**config.mk**
```make
export PLATFORM = sky130hd
export DESIGN_NAME = stopwatch_core
export DESIGN_NICKNAME = d
export VERILOG_FILES = /design/src/rtl/stopwatch_pkg.sv /design/src/rtl/stopwatch_tick_gen.sv /design/src/rtl/stopwatch_core.sv
export SDC_FILE = /design/constraint.sdc
export NUM_CORES = 1
export LEC_CHECK = 0
export BUFFER_PORTS_ARGS = -buffer_cell sky130_fd_sc_hd__buf_2
export CORE_MARGIN = 4
export CORE_UTILIZATION = 65
export CTS_BUF_LIST = sky130_fd_sc_hd__clkbuf_4
export DETAILED_ROUTE_END_ITERATION = 8
export GPL_TIMING_DRIVEN = 0
export PLACE_DENSITY = 0.85
export SLEW_MARGIN = 20
export SYNTH_ARGS = -nofsm -noshare
export SYNTH_HDL_FRONTEND = slang
export SYNTH_SLANG_ARGS = --single-unit
```
**constraint.sdc**
```tcl
create_clock -name clock -period 3.3 [get_ports clock]
set_input_delay 0.495 -clock clock [delete_from_list [all_inputs] [get_ports clock]]
set_output_delay 0.495 -clock clock [all_outputs]
set_load 0.02 [all_outputs]
```
**src/rtl/stopwatch_pkg.sv**
```systemverilog
// Shared types and helpers for the stopwatch engine.
package stopwatch_pkg;

  localparam int unsigned BCD_W = 4;

  typedef enum logic [1:0] {
    IDLE,
    RUNNING,
    STOPPED
  } state_e;

  typedef struct packed {
    logic             carry;
    logic [BCD_W-1:0] digit;
  } bcd_inc_t;

  // Advance one BCD digit by carry_in; carry out is set when a 9 rolls to 0.
  function automatic bcd_inc_t bcd_inc_digit(input logic [BCD_W-1:0] digit,
                                             input logic             carry_in);
    bcd_inc_t res;
    res.carry = 1'b0;
    res.digit = digit;
    if (carry_in) begin
      if (digit == BCD_W'(9)) begin
        res.digit = '0;
        res.carry = 1'b1;
      end else begin
        res.digit = digit + BCD_W'(1);
      end
    end
    return res;
  endfunction

endpackage

```
**src/rtl/stopwatch_tick_gen.sv**
```systemverilog
// Tick divider: counts 0..TICK_DIV-1 while enabled, pulses tick on the terminal count.
module stopwatch_tick_gen #(
  parameter int unsigned TICK_DIV = 50000
) (
  input  logic clock,
  input  logic reset,
  input  logic enable,
  input  logic clear,
  output logic tick
);

  localparam int unsigned DivW = (TICK_DIV > 1) ? $clog2(TICK_DIV) : 1;
  localparam logic [DivW-1:0] DivMax = DivW'(TICK_DIV - 1);

  logic [DivW-1:0] div_q;

  // Divider holds its value when disabled so a resumed run finishes the partial tick.
  always_ff @(posedge clock) begin
    if (reset || clear) begin
      div_q <= '0;
    end else if (enable) begin
      div_q <= (div_q == DivMax) ? '0 : div_q + DivW'(1);
    end
  end

  // Combinational so the count advances on the same edge the divider wraps.
  assign tick = enable && !clear && (div_q == DivMax);

endmodule

```
**src/rtl/stopwatch_core.sv**
```systemverilog
// Stopwatch engine: button edge detect, run/stop FSM, BCD counter, lap split and clear.
module stopwatch_core
  import stopwatch_pkg::*;
#(
  parameter int unsigned TICK_DIV   = 50000,
  parameter int unsigned NUM_DIGITS = 4,
  parameter int unsigned WRAP       = 1
) (
  input  logic                        clock,
  input  logic                        reset,
  input  logic                        start_stop,
  input  logic                        lap,
  input  logic                        clear,
  output logic [BCD_W*NUM_DIGITS-1:0] bcd_out,
  output logic                        running,
  output logic                        lap_active,
  output logic                        overflow
);

  localparam int unsigned CntW = BCD_W * NUM_DIGITS;

  logic ss_q, lap_q, clr_q;
  logic ss_ev, lap_ev, clr_ev;

  state_e          state_q, state_d;
  logic [CntW-1:0] count_q, count_d, count_inc;
  logic [CntW-1:0] split_q, split_d;
  logic            lap_d, ovf_d;
  logic            tick;
  logic [NUM_DIGITS:0] carry;

  // Previous button levels for rising-edge detection.
  always_ff @(posedge clock) begin
    if (reset) begin
      ss_q  <= 1'b0;
      lap_q <= 1'b0;
      clr_q <= 1'b0;
    end else begin
      ss_q  <= start_stop;
      lap_q <= lap;
      clr_q <= clear;
    end
  end

  assign ss_ev  = start_stop & ~ss_q;
  assign lap_ev = lap & ~lap_q;
  assign clr_ev = clear & ~clr_q;

  stopwatch_tick_gen #(
    .TICK_DIV(TICK_DIV)
  ) u_tick_gen (
    .clock  (clock),
    .reset  (reset),
    .enable (state_q == RUNNING),
    .clear  (clr_ev | (ss_ev & (state_q == IDLE))),
    .tick   (tick)
  );

  // Cascaded BCD increment; carry[NUM_DIGITS] flags an all-9s rollover.
  assign carry[0] = tick;
  for (genvar i = 0; i < NUM_DIGITS; i++) begin : g_digit
    bcd_inc_t inc;
    assign inc = bcd_inc_digit(count_q[i*BCD_W +: BCD_W], carry[i]);
    assign count_inc[i*BCD_W +: BCD_W] = inc.digit;
    assign carry[i+1] = inc.carry;
  end

  // Next-state: clear dominates; lap is judged on the pre-edge state and count.
  always_comb begin
    state_d = state_q;
    count_d = count_q;
    split_d = split_q;
    lap_d   = lap_active;
    ovf_d   = overflow;
    if (clr_ev) begin
      state_d = IDLE;
      count_d = '0;
      split_d = '0;
      lap_d   = 1'b0;
      ovf_d   = 1'b0;
    end else begin
      if (ss_ev && !overflow) begin
        unique case (state_q)
          IDLE:    state_d = RUNNING;
          RUNNING: state_d = STOPPED;
          STOPPED: state_d = RUNNING;
          default: state_d = IDLE;
        endcase
      end
      if (lap_ev) begin
        if (state_q == RUNNING) begin
          if (!lap_active) begin
            split_d = count_q;
            lap_d   = 1'b1;
          end else begin
            lap_d = 1'b0;
          end
        end else if (state_q == STOPPED) begin
          lap_d = 1'b0;
        end
      end
      if (tick) begin
        if (carry[NUM_DIGITS] && (WRAP == 0)) begin
          ovf_d   = 1'b1;
          state_d = STOPPED;
        end else begin
          count_d = count_inc;
        end
      end
    end
  end

  // FSM state, counter and registered outputs.
  always_ff @(posedge clock) begin
    if (reset) begin
      state_q    <= IDLE;
      count_q    <= '0;
      split_q    <= '0;
      lap_active <= 1'b0;
      overflow   <= 1'b0;
      bcd_out    <= '0;
      running    <= 1'b0;
    end else begin
      state_q    <= state_d;
      count_q    <= count_d;
      split_q    <= split_d;
      lap_active <= lap_d;
      overflow   <= ovf_d;
      bcd_out    <= lap_d ? split_d : count_d;
      running    <= (state_d == RUNNING);
    end
  end

endmodule

```
==> impl_metrics.ini, run 1 <==
[timing]
period_needed_ps = 2082
fmax_ghz = 0.4803
finalMaxSlewViolations = 0
setup_viol = 0
hold_slack_ps = 318.0
relSlewSlack_pct = 55.37
hold_viol = 0
tns_ps = 0
worst_slew_pin_slew_ps = 669.4
rsz0062_at_grt = no
fin_worst_skew_ps = 12.51
fin_crit_sh_pct = 63.10

[yosys]
yosys.area.top_type = dfxtp_1
syn_area_mm2 = 0.003093
yosys_register_bits = 71
synth_top_area_share_pct = 45.95
synth_area_leaders = dfxtp_1 46%, nor2_1 6.4%, mux2i_1 4.9%, xnor2_1 4.0%, xor2_1 2.5%
syn_inst = 318
ys_types = 60
yosysMostFrequentCell = dfxtp_1
synthArstFlopShare_pct = 0
syn-num-nets = 324
syn_area_per_cell_um2 = 9.726
synth_edf_count = 0
synth_common_cells = 71 x dfxtp_1, 53 x nor2_1, 15 x mux2i_1, 15 x nand2_1, 14 x xnor2_1
yosysWarnings = 0
synthFlopType = dfxtp_1
synth-seq-area-share_pct = 45.95

[clocking]
clk_latency_ps = 410
ctsHoldBuffers = 0
cts_tree = done
clkSinkCount = 71
clockRootBuffer = clkbuf_4
htree_num_levels = 3
cts.reportedPaths.clkPinSlew_ps = 110
cts_made_buffers = 9
cts_setup_buffers = 0
clockBufferDepth = 2
cts.repair.resized = 0

[setup_path]
critPathMaxFanout = 4
cpLargestDelayFamily = simple AND/OR/NAND/NOR gates
slowest_delay_ps = 410
criticalPathCategory = reg -> reg
arrival_ps = 2360
critPathSlowestCell = dfxtp_1
start_kind = register
cp_num_buf_inv = 0
crit_required_ps = 3580
end_kind = register
path_cells = ha_1, and4_1, nand3_1, or2_1, xnor2_1, a221oi_1
rrSetupSlack_ps = 1220

[floorplan]
core-area_mm2 = 0.004474
num_rows = 24
ios = 24
dieArea_mm2 = 0.005926
die_w_um = 76.98
die_h_um = 76.98
start_util_pct = 69.13

[detailed_routing]
viasPerCell = 5.897
drtPass1Iterations = 5
ant_nets = 0
post-route-drc-count = 0
drt-total-wl_mm = 6.465
wl_per_cell_um = 15.85
wl_met2_mm = 3.221
wl_met3_um = 285
vias = 2406
wl_met1_mm = 2.822
drt-initial-drc-count = 212
routed.top_layer = met4

[layout]
drive_gt1_share_pct = 18.82
area_growth_pct = 9.911
diodes = 0
fillers = 349
final_area_mm2 = 0.003400
nets = 357

[grt]
grt_util_all_layers_pct = 22.82
antenna_found_initial = 0
grt_pass1_wl_mm = 10.68
first_global_vias = 2275
grt_overflow = 0
grt_max_degree = 12

[placement]
portBuffers = 22
placed_area_mm2 = 0.003268
routabilityCongestion = 0.8882
dpl.hpwl_mm = 4.442

[status]
status = completed

[power]
ir_drop_mv = 0.3627
leakage_nw = 1.349
p_per_area_mw_per_mm2 = 437.1

[flow_run]
drv_cap = 0

[hold_path]
hold_path_class = in -> reg
-- stage by stage --
step	power, mW	std cells	utilization [%]	setup WS (ps)
after floorplan	0.9479	318	-	1511
after global placement	0.9745	392	73.04	1150
after detailed placement	0.9763	392	73.04	1126
after CTS	1.496	408	75.98	1246
after global routing	1.550	408	75.98	1081
final	1.486	408	75.98	1218
-- final timing paths --
| check | startpoint | end | depth (start not counted) |
|---|---|---|---|
| setup / recovery | u_tick_gen.div_q[0] | bcd_out[0] | 6 |
| hold / removal | reset | clr_q | 2 |
| setup reg to reg | u_tick_gen.div_q[0] | bcd_out[0] | 6 |
| hold reg to reg | split_q[12] | split_q[12] | 2 |
-- registers in the layout (all words and copies together), names as in the netlist, 2 cells and up --
register,flops
bcd_out,16
split_q,16
count_q,16
state_q,2
u_tick_gen.div_q,16
-- power breakdown --
group | switching [mW] | internal [mW]
Sequential | 0.00432 | 0.865
Clock | 0.286 | 0.242
Combinational | 0.0611 | 0.0272
Total | 0.351 | 1.13
-- area by class of cell --
class	count	area (µm²)	share of cell area (%)
Clock inverter	5	48.80	1.435
Tap cell	52	65.06	1.914
Multi-Input combinational cell	228	1582	46.52
Sequential cell	71	1421	41.81
Clock buffer	11	82.58	2.429
Inverter	5	18.77	0.5521
Buffer	14	71.32	2.098
Timing Repair Buffer	22	110.1	3.239
-- per-layer routing --
metal,vias up,global-route usage (%)
met4,0,12.10
li1,1191,-
met5,-,0
met1,1134,27.70
met3,15,5.269
met2,66,37.54
-- cells by family (layout without fill, tap and decap cells) --
family | Yosys count | count (layout) | share of synthesized area, %
other | 1 | 1 | 0.1212
multiplexers | 16 | 16 | 5.218
buffers and inverters | 19 | 57 | 2.912
adder cells (fa/ha/maj) | 1 | 1 | 0.4045
AO/OA/AOI/OAI | 48 | 48 | 11.41
flip-flops | 71 | 71 | 45.95
XOR/XNOR | 23 | 23 | 6.513
AND/OR/NAND/NOR | 139 | 139 | 27.47
-- cell usage in the layout (no fill, tap or decap), types with 7 or more instances in the layout --
cell      instances
buf_2            25
a221oi_1          7
nand3_1           7
nor2_1           53
a21oi_1          12
clkbuf_4         11
dfxtp_1          71
nor2b_1           9
xor2_1            9
xnor2_1          14
mux2i_1          15
nand2b_1          8
nand2_1          15
Power figures use the tool's default switching activity.
==> inputs of run 2 (changes only) <==
- CORE_UTILIZATION: 65 -> 62
- PLACE_DENSITY: 0.85 -> 0.82
- clock period: 3.3 -> 2.15 ns (I/O delays scaled with it)
==> run 2 against run 1 <==
Net effect:
- non-clock buffer count did not move
- sequential share of layout area fell by 0.44 points
- fmax rose by 6.0%
- clock-buffer cell count fell by 1
- hold slack got worse by 180 ps
- register-to-register slack got worse by 1000 ps
- clock skew fell by 0.97 ps
- first-iteration DRC count fell by 18%
- flip-flop and latch count did not move
- critical endpoint unchanged
==> impl_metrics.ini, run 2 (synthesis gave the netlist of run 1 again) <==
[hold_path]
hold_path_class = in -> reg

[setup_path]
cp_num_buf_inv = 0
start_kind = register
slowest_delay_ps = 410
arrival_ps = 2270
path_cells = ha_2, and4_1, nand3_1, or2_4, xnor2_1, a221oi_1
criticalPathCategory = reg -> reg
critPathSlowestCell = dfxtp_1
end_kind = register
critPathMaxFanout = 4
crit_required_ps = 2450
cpLargestDelayFamily = simple AND/OR/NAND/NOR gates

[power]
swShare_pct = 23.74
ir_drop_mv = 0.4177
p_clk_share_pct = 35.0
intPower_mw = 1.723
pwr-share-comb_pct = 5.9
leakage_nw = 1.350
p_switching_uw = 536.4
power_mw = 2.260
p_per_area_mw_per_mm2 = 657.7
sequentialPowerShare_pct = 59.0

[placement]
portBuffers = 22
routabilityCongestion = 0.8177
dpl.hpwl_mm = 4.451
placed_area_mm2 = 0.003287
pre_cts_ws_ps = 113.0

[timing]
layout_setup_ws_ps = 186.6
fin_crit_sh_pct = 91.32
tns_ps = 0
worst_slew_pin_slew_ps = 627.7
finalMaxSlewViolations = 0
relSlewSlack_pct = 58.15
fmax_ghz = 0.5093
fin_worst_skew_ps = 11.54
rsz0062_at_grt = no
setup_viol = 0
hold_viol = 0
period_needed_ps = 1963

[grt]
grt_overflow = 0
grt_util_all_layers_pct = 22.54
first_global_vias = 2328
grt_pass1_wl_mm = 10.76
grt_max_degree = 12
antenna_found_initial = 0

[layout]
area_growth_pct = 11.08
drive_gt1_share_pct = 19.10
final_area_mm2 = 0.003436
nets = 357
final_common_cell = dfxtp_1
fillers = 373
layout_common_cells = 71 x dfxtp_1, 53 x nor2_1, 25 x buf_2, 15 x mux2i_1, 15 x nand2_1
diodes = 0

[clocking]
cts_tree = done
cts.reportedPaths.clkPinSlew_ps = 100
ctsHoldBuffers = 0
cts.repair.resized = 0
clockRootBuffer = clkbuf_4
clk_latency_ps = 410
clkSinkCount = 71
htree_num_levels = 3
cts_made_buffers = 9
cts_setup_buffers = 0
clockBufferDepth = 2

[detailed_routing]
vias = 2392
wl_per_cell_um = 14.91
viasPerCell = 5.655
drtPass1Iterations = 4
drt-total-wl_mm = 6.306
drt-initial-drc-count = 173
ant_nets = 0
post-route-drc-count = 0

[floorplan]
ios = 24
die_h_um = 78.63
start_util_pct = 64.63
num_rows = 25
dieArea_mm2 = 0.006183
core-area_mm2 = 0.004786
die_w_um = 78.63

[status]
status = completed

[flow_run]
drv_cap = 0
run 2: routing by layer:
metal  track usage [%]  routed length, µm
met1             26.47               2688
met3             4.243                316
met5                 0                  0
met2             38.62               3145
met4             12.06                155
run 2: area by class of cell:
class	instances	area [µm²]	share of cell area, %
Timing Repair Buffer	22	110.1	3.205
Clock buffer	10	75.07	2.185
Sequential cell	71	1421	41.37
Tap cell	67	83.83	2.440
Buffer	14	75.07	2.185
Multi-Input combinational cell	228	1600	46.58
Inverter	5	18.77	0.5462
Clock inverter	6	51.30	1.493
run 2: metrics by stage:
| step | utilization (%) | std cells | hold WS, ps |
|---|---|---|---|
| finish | 71.79 | 423 | 142.0 |
| global placement | 68.68 | 407 | 449.2 |
| global route | 71.79 | 423 | 139.4 |
| CTS | 71.32 | 423 | 119.3 |
| floorplan | - | 318 | 394.1 |
| detailed placement | 68.68 | 407 | 459.0 |
run 2: path summary, 6_finish.rpt:
kind | from | endpoint | slack (ps) | cells past startpoint
worst min-delay path | reset | clr_q | 140 | 2
worst max-delay path | u_tick_gen.div_q[0] | bcd_out[0] | 190 | 6
worst min register to register | split_q[10] | split_q[10] | 480 | 2
worst max register to register | u_tick_gen.div_q[0] | bcd_out[0] | 190 | 6
run 2: worst reg2reg max path: cells and delay by family, from the launching register on:
kind,cells,cell delay (ps)
AND/OR/NAND/NOR,3,800
flip-flops,1,410
XOR/XNOR,1,150
adder cells (fa/ha/maj),1,230
AO/OA/AOI/OAI,1,280
run 2: power by group through the flow:
stage | logic [mW] | clock network (mW) | registers (mW)
2_1_floorplan | 0.0804 | 0 | 1.37
3_3_place_gp | 0.132 | 0 | 1.36
3_5_place_dp | 0.132 | 0 | 1.36
4_1_cts | 0.133 | 0.808 | 1.33
5_1_grt | 0.146 | 0.864 | 1.34
6_report | 0.134 | 0.792 | 1.33
